===== config.mk =====
export PLATFORM = sky130hd
export DESIGN_NAME = xor_delay_line
export DESIGN_NICKNAME = d
export VERILOG_FILES = /design/src/rtl/xor_delay_line.sv
export SDC_FILE = /design/constraint.sdc
export NUM_CORES = 1
export LEC_CHECK = 0
export ABC_AREA = 1
export CAP_MARGIN = 20
export CORE_AREA = 2 2 202 204
export CTS_CLUSTER_SIZE = 25
export DETAILED_ROUTE_END_ITERATION = 6
export DIE_AREA = 0 0 204 206
export HOLD_SLACK_MARGIN = 0.05
export PLACE_DENSITY = 0.59
export SLEW_MARGIN = 10
export SYNTH_ARGS = -nofsm -noshare
export SYNTH_HDL_FRONTEND = slang
export SYNTH_SLANG_ARGS = --single-unit

===== constraint.sdc =====
create_clock -name clk -period 0.8 [get_ports clk]
set_input_delay 0.16 -clock clk [delete_from_list [all_inputs] [get_ports clk]]
set_output_delay 0.16 -clock clk [all_outputs]
set_load 0.03 [all_outputs]

===== src/rtl/xor_delay_line.sv =====
// Valid+data shift register. A stage holding no block always holds zero data,
// so the tail data is zero whenever the tail valid is low.
module xor_delay_line #(
  parameter int W     = 256,
  parameter int DEPTH = 1
) (
  input  logic         clk,
  input  logic         rst,
  input  logic         i_valid,
  input  logic [W-1:0] i_data,
  output logic         o_valid,
  output logic [W-1:0] o_data,
  output logic         o_busy
);

  logic [DEPTH-1:0] r_valid;
  logic [W-1:0]     r_data [DEPTH];

  // Shift every stage forward one slot per cycle; no backpressure.
  always_ff @(posedge clk) begin
    if (rst) begin
      r_valid <= '0;
      for (int i = 0; i < DEPTH; i++) begin
        r_data[i] <= '0;
      end
    end else begin
      r_valid[0] <= i_valid;
      r_data[0]  <= i_valid ? i_data : '0;
      for (int i = 1; i < DEPTH; i++) begin
        r_valid[i] <= r_valid[i-1];
        r_data[i]  <= r_valid[i-1] ? r_data[i-1] : '0;
      end
    end
  end

  assign o_valid = r_valid[DEPTH-1];
  assign o_data  = r_data[DEPTH-1];
  assign o_busy  = |r_valid;

endmodule


==> metrics list, run 1 <==
- Result of the run: finished, violations left
* Failing checks: setup timing
- Cell count after synthesis: 801
- Main combinational cell family by area after synthesis: buffers and inverters
- In the final routed layout, each cell accounts on average for 13.9 um.
- First DRT Iteration DRCs: 139
- Of the total synthesized cell area, the portion taken by full adders, half adders and majority gates is 0.
- TritonCTS created 29 clock buffers.
* Cell row count: 74
- Worst voltage drop across the vdd grid: 1360 uV
* Post-detailed-route DRC marker count: 0
- The worst hold path was traced through 3 stages.
* Via/cell ratio: 3.43
- Total number of vias: 6,500
* Mean instance size in the synthesized netlist: 9.23 um2
* Delay of the slowest critical-path stage: 0.36 ns
- Share of the synthesized area in compound gates (AO/OA/AOI/OAI): 0
- Measured along the x axis, the die boundary spans 204 um.
- STA classifies the critical path endpoint as an output pin.
- Largest net degree at the start of global routing: 23
- Final HPWL DP: 19,300 um
* Max-cap violations: 0
* Detail Route Antenna Nets: 0
- Core occupancy in the finished layout: 0.379
* Die Y-Extent: 206 um
- Counting tap cells, the placed design contains a total of 1,839 instances.
* Synth-to-layout area growth: 106%
- At the pin with the least slew margin, the transition time is 0.407 ns.
- The worst hold path terminates at r_data[0][23].
- Initial cell density of the core: 0.184
- The sequential cells in the finished layout cover a total of 5480 um2.
- Clock transition at path regs: 0.06 ns
* Max Clock Freq: 832 MHz
* Unrepaired setup endpoints after global routing: yes
- In the final layout, the share of cells above drive strength 1 is 0.433.
- Number of standard cells in the final layout excluding fillers: 1,897
* Most common library cell in the layout ignoring fill and taps: sky130_fd_sc_hd__inv_1
* Xor-xnor portion of the synthesized cell area: 0
- Largest delay contributor family on the critical path: flip-flops
- The cell area that synthesis handed to floorplanning was 7390 um2.
- Root Buffer: sky130_fd_sc_hd__clkbuf_16
- Flip-flop and latch count after synthesis: 257
- Worst EP required: 0.64 ns
- Dividing the final minimum period by the clock period gives 1.50.
- The number of nets handed over by synthesis was 1,060.
* Max_slew headroom: 0.728
- Commonest cells after routing, fill and taps aside: 257 x sky130_fd_sc_hd__inv_1, 256 x sky130_fd_sc_hd__clkdlybuf4s50_1, 255 x sky130_fd_sc_hd__nor2_1
- Static Leakage: 7.49 nW
- Worst Path Arrival: 1.04 ns
* Final Hold Fails: 0
- The share of total power dissipated in combinational logic is 0.147.
- After the last flow step, the layout net total stands at 1,605.
- Antenna cell count: 0
* CTS sink count: 257
- Proportion of synthesized area in mux cells: 0
- Start point of the worst hold path: i_data[23]
* Distinct cell type count after synthesis: 7
- I/O Buffers: 516
- CTS Hold Bufs: 0
- The number of antenna violations at the first check in global routing is 1.
- The share of total power dissipated in sequential elements is 0.436.
* H-tree depth: 1
- The clock passes through at most 3 buffers.
- First-pass iteration count of the detailed router: 4
- YS warnings: 0
* Minimum setup slack after placement: -0.724 ns
* Post-layout min period: 1.20 ns
* Total count of max-transition violations in the final report: 0
- Internal power consumption: 23.8 mW
- Vias in the first global route: 6,646
* GP Congestion: 0.749
* Global routing usage summed across all routing layers: 0.118
* Setup-failing EPs final: 258
- Peak fanout along the critical path: 1
- Path class of the lowest-slack min-delay path: primary input to flip-flop
- Synth Area in Simple Gates: 0.131
* Core region area: 40,200 um2
- Clock network power share: 0.417
- Remaining global-route overflow: 0
- Traced cell by cell, the critical path runs through buf_12.
* Top-Level Pins: 517
- The share of the Yosys chip area taken by registers is 0.696.
* Worst setup margin: -0.401 ns
- Among all stages on the critical path, the largest delay is contributed by sky130_fd_sc_hd__dfxtp_4.
- The first global-routing pass estimated 37,800 um of wire.
- Power per cell area: 2060 nW/um2
- Detailed Route WL: 26,400 um
- Summed over all nets, the switching power comes to 7.57 mW.
- Fill cell instance count of the final layout: 3,936
- CTS tree: done
* Full die area: 42,000 um2
- Of the total power, the share spent switching nets is 0.241.
* Kind of start point of the critical path: flip-flop
* Buffers and inverters on the worst path: 1
* Category of the most critical setup path: flip-flop to output pin
* Multi-input combinational cell area: 1030 um2
[kinds of logic after synthesis]
| logic type | count (synthesis) |
|---|---|
| AND/OR/NAND/NOR | 257 |
| flip-flops | 257 |
| buffers and inverters | 287 |
[timing repair]
action | CTS | global route
endpoints found under the setup margin | 424 | 262
pin swaps | 1 | 0
gates cloned | 7 | 0
gates resized for setup | 509 | 3
setup buffers | 1 | 0
[how the worst max path moves through the flow]
stage / startpoint / endpoint / slack [ns] / depth (start not counted)
2_1_floorplan: o_busy / o_valid / 0.06 / 1
3_3_place_gp: i_valid / r_data[0][219] / -0.71 / 4
3_5_place_dp: i_valid / r_data[0][219] / -0.72 / 4
5_1_grt: r_data[0][10] / o_data[10] / -0.46 / 1
6_report: r_data[0][10] / o_data[10] / -0.40 / 1
4_1_cts: r_data[0][234] / o_data[234] / -0.44 / 1
[cell type report]
class                      instances  area share
inverter                         258      0.0638
clock inverter                     9     0.00666
sequential                       257       0.360
timing repair buffer             540       0.402
clock buffer                      41      0.0553
multi-input combinational        260      0.0680
tap                              532      0.0438
[metal layers]
metal,vias to the layer above,GRT usage,routed length (um)
met2,274,0.213,13300
met3,48,0.0342,2240
li1,3241,-,-
met4,2,0.0409,633
met1,2935,0.132,10200
met5,-,0,12
[per-stage QoR]
step                      hold WS [ns]  setup TNS (ns)  area, um2  power, mW
after floorplan                  0.272               0       7390       15.5
after global placement           0.589         -153.73      12800       17.9
after CTS                       0.0906          -99.07      15200       31.9
after global routing            0.0962         -101.10      15200       32.7
after detailed placement         0.588         -155.65      12800       18.0
final                            0.125          -90.09      15200       31.4
[sequential cells by signal (all words and copies together) (netlist names)]
| name | flops |
|---|---|
| r_data | 256 |
| o_busy | 1 |
[cells in the mapped netlist]
library cell | instances | area share
sky130_fd_sc_hd__nor2_1 | 256 | 0.13
sky130_fd_sc_hd__nand2_2 | 1 | 0.00085
sky130_fd_sc_hd__buf_4 | 1 | 0.0010
sky130_fd_sc_hd__dfxtp_1 | 257 | 0.70
sky130_fd_sc_hd__buf_2 | 2 | 0.0014
sky130_fd_sc_hd__buf_6 | 26 | 0.040
sky130_fd_sc_hd__inv_1 | 258 | 0.13
[power groups by stage]
| stage | Clock (mW) | Sequential (mW) | Combinational, mW |
|---|---|---|---|
| global placement | 0 | 13.8 | 4.15 |
| global route | 14.1 | 13.7 | 4.90 |
| floorplan | 0 | 14.8 | 0.700 |
| finish | 13.1 | 13.7 | 4.61 |
| detailed placement | 0 | 13.8 | 4.18 |
| CTS | 13.6 | 13.7 | 4.66 |
Power figures use the tool's default switching activity.
==> inputs of run 2 (changes only) <==
==> constraint.sdc (replaced) <==
create_clock -name clk -period 1.5 [get_ports clk]
set_input_delay 0.3 -clock clk [delete_from_list [all_inputs] [get_ports clk]]
set_output_delay 0.3 -clock clk [all_outputs]
set_load 0.03 [all_outputs]
==> run 2 against run 1 <==
  * The flow now finishes without violations
  * Core utilization down 3.5 points
  * Power is 47% lower
  * Routed wire length fell by 11%
  * Worst setup slack gained 0.44 ns
  * Cell count shrank 0.42%
  * Critical path type unchanged
  * Critical endpoint is now o_data[123]
==> metrics list, run 2 (same netlist as run 1, synthesis figures left out) <==
* Post-layout min period: 1.46 ns
- H-tree depth: 1
- The HPWL after detailed placement is 18,400 um.
- In the final layout, the share of cells above drive strength 1 is 0.239.
* Category of the most critical setup path: flip-flop to output pin
* Total number of vias: 6,362
- The repair_antennas step left the layout with diodes totalling 0.
* Clock network power share: 0.443
- Hold-critical path depth: 3
- First DRT Iteration DRCs: 138
- Worst EP required: 1.20 ns
* Static Leakage: 6.79 nW
* Number of buffers on the longest clock path: 3
- Die Y-Extent: 206 um
- Path class of the lowest-slack min-delay path: primary input to flip-flop
* Number of clock buffers inserted by TritonCTS: 28
- After clock tree synthesis, the flow added hold-fix buffers numbering 0.
- Cell row count: 74
* Detailed Route WL: 23,500 um
* Total Power Consumption: 16.6 mW
- For this run, design rule violations remaining after detail routing come to 0.
* Slowest-stage cell, CP: sky130_fd_sc_hd__dfxtp_1
- The congestion estimate from routability-driven global placement came to 0.773.
- Critical path capture point type: output pin
* Largest net degree at the start of global routing: 46
- Tracing the worst setup path back leads to its startpoint at r_data[0][123].
- Fill cell instance count of the final layout: 4,194
- Net switching component of the power: 3.90 mW
- The number of global-route vias before repair is 6,243.
* Cells traversed along the worst timing path: clkdlybuf4s15_2
- Core region area: 40,200 um2
- Final total negative setup slack: 0 ns
- Number of flip-flops under the largest register name: 256
* Final #Nets: 1,594
* Worst Hold End: r_data[0][210]
- Min Hold Slack: 0.271 ns
- At the worst endpoint, the arrival time is 1.16 ns.
* Chip Width: 204 um
* Unrepaired setup endpoints after global routing: no
- The run finished with clean final reports.
- Max-cap violations in this run came to 0.
- The worst setup path is launched from a flip-flop.
* Peak fanout along the critical path: 1
- The first global-routing pass estimated 33,800 um of wire.
* Max Clock Freq: 685 MHz
- Full die area: 42,000 um2
- Via/cell ratio: 3.37
* Top-Level Pins: 517
- Max_slew headroom: 0.824
- Number of standard cells in the final layout excluding fillers: 1,889
* Delay of the slowest critical-path stage: 0.32 ns
* Final Hold Fails: 0
- Number of cells after detailed placement: 1,837
- TritonCTS built the clock tree.
* Number of antenna violations at the first check in global routing: 1
* Global routing usage summed across all routing layers: 0.103
- Dividing the final minimum period by the clock period gives 0.974.
- Remaining global-route overflow: 0
- Of the total power, combinational logic draws 0.125.
* Initial cell density of the core: 0.184
- In this run the clock root is driven by a sky130_fd_sc_hd__clkbuf_16.
- Before antenna repair, the detailed router went through 4 iterations.
- Of the total power, registers draw 0.431.
* Pin slew with the least headroom to its limit: 0.264 ns
* Power per cell area: 1200 nW/um2
* Net switching fraction of the power: 0.235
* Largest delay contributor family on the critical path: flip-flops
- Setup violations remaining at the end of the flow were counted as 0.
- Top reg by flops: r_data
- Internal power consumption: 12.7 mW
- In this run the remaining antenna-violating nets after routing total 0.
* I/O Buffers: 516
- In the final layout, the multi-input gates occupy 981 um2.
- Commonest cells after routing, fill and taps aside: 258 x sky130_fd_sc_hd__inv_1, 258 x sky130_fd_sc_hd__clkdlybuf4s50_1, 257 x sky130_fd_sc_hd__dfxtp_1
- The number of pins exceeding their max-slew limit in the final report is 0.
- Across the VDD grid, the largest voltage drop is 761 uV.
- Compared with the post-synthesis result, the final layout area differs by 86.7%.
- In this run the most critical hold path is launched from i_data[210].
* Sequential cell area: 5140 um2
- Clock transition at path regs: 0.06 ns
* CTS sink count: 257
- In the final routed layout, each cell accounts on average for 12.4 um.
- Buffers and inverters on the worst path: 1
==> run 2: cell types whose count changed in the layout (fill, tap and decap cells not counted), sizes merged <==
| cell | before | now |
|---|---|---|
| nand2 | 4 | 1 |
| clkdlybuf4s18 | 1 | 12 |
| clkdlybuf4s50 | 256 | 258 |
| dlygate4sd2 | 1 | 0 |
| clkbuf | 41 | 40 |
| bufbuf | 3 | 0 |
| clkdlybuf4s15 | 0 | 147 |
| buf | 279 | 116 |
| clkinvlp | 1 | 2 |
| bufinv | 2 | 4 |
==> run 2: worst max-delay path by stage <==
stage | endpoint | slack, ns | depth (start not counted)
2_1_floorplan | o_valid | 0.50 | 1
3_3_place_gp | r_data[0][149] | -0.13 | 5
3_5_place_dp | r_data[0][56] | -0.13 | 5
4_1_cts | o_data[255] | 0.00003 | 1
5_1_grt | o_data[18] | 0.00003 | 1
6_report | o_data[123] | 0.04 | 1
==> run 2: layout make-up <==
type	instances	share of cell area
clock buffer	40	0.0614
inverter	258	0.0702
clock inverter	12	0.0122
timing repair buffer	533	0.364
multi-input combinational	257	0.0711
sequential	257	0.373
tap	532	0.0482
==> run 2: per-layer routing <==
metal	vias up	global-route usage	wire length, um
met1	2806	0.113	8890
met4	2	0.0386	607
met3	44	0.0402	2470
met2	295	0.182	11500
met5	-	0	13
li1	3215	-	-
==> run 2: power groups by stage <==
stage	combinational, mW	clock (mW)	sequential, mW
floorplan	0.373	0	7.89
global placement	2.23	0	7.32
detailed placement	2.24	0	7.33
CTS	2.15	7.60	7.18
global route	2.23	7.89	7.19
finish	2.08	7.37	7.17
==> run 2: what timing repair did <==
item,CTS,global route
setup buffers,0,0
hold endpoints to repair,0,0
setup endpoints to repair,256,63
resized for setup,866,109
pin swaps,0,0
==> run 2: per-stage QoR <==
step           instance area, um2  setup slack (ns)   util
6_report                    13800            0.0393  0.343
3_5_place_dp                13100            -0.133  0.326
5_1_grt                     13800         0.0000316  0.343
3_3_place_gp                13100            -0.129  0.326
4_1_cts                     14100         0.0000309  0.352
2_1_floorplan                7390             0.500      -
==> inputs of run 3 (changes only) <==
--- a/config.mk
+++ b/config.mk
@@ -6,11 +6,13 @@
 export NUM_CORES = 1
 export LEC_CHECK = 0
 export ABC_AREA = 1
+export ABC_CLOCK_PERIOD_IN_PS = 1500
 export CAP_MARGIN = 20
 export CORE_AREA = 2 2 202 204
 export CTS_CLUSTER_SIZE = 25
 export DETAILED_ROUTE_END_ITERATION = 6
 export DIE_AREA = 0 0 204 206
+export GPL_ROUTABILITY_DRIVEN = 0
 export HOLD_SLACK_MARGIN = 0.05
 export PLACE_DENSITY = 0.59
 export SLEW_MARGIN = 10
==> results of run 3 <==
Final layout, timing and power as in run 2 (identical DEF).
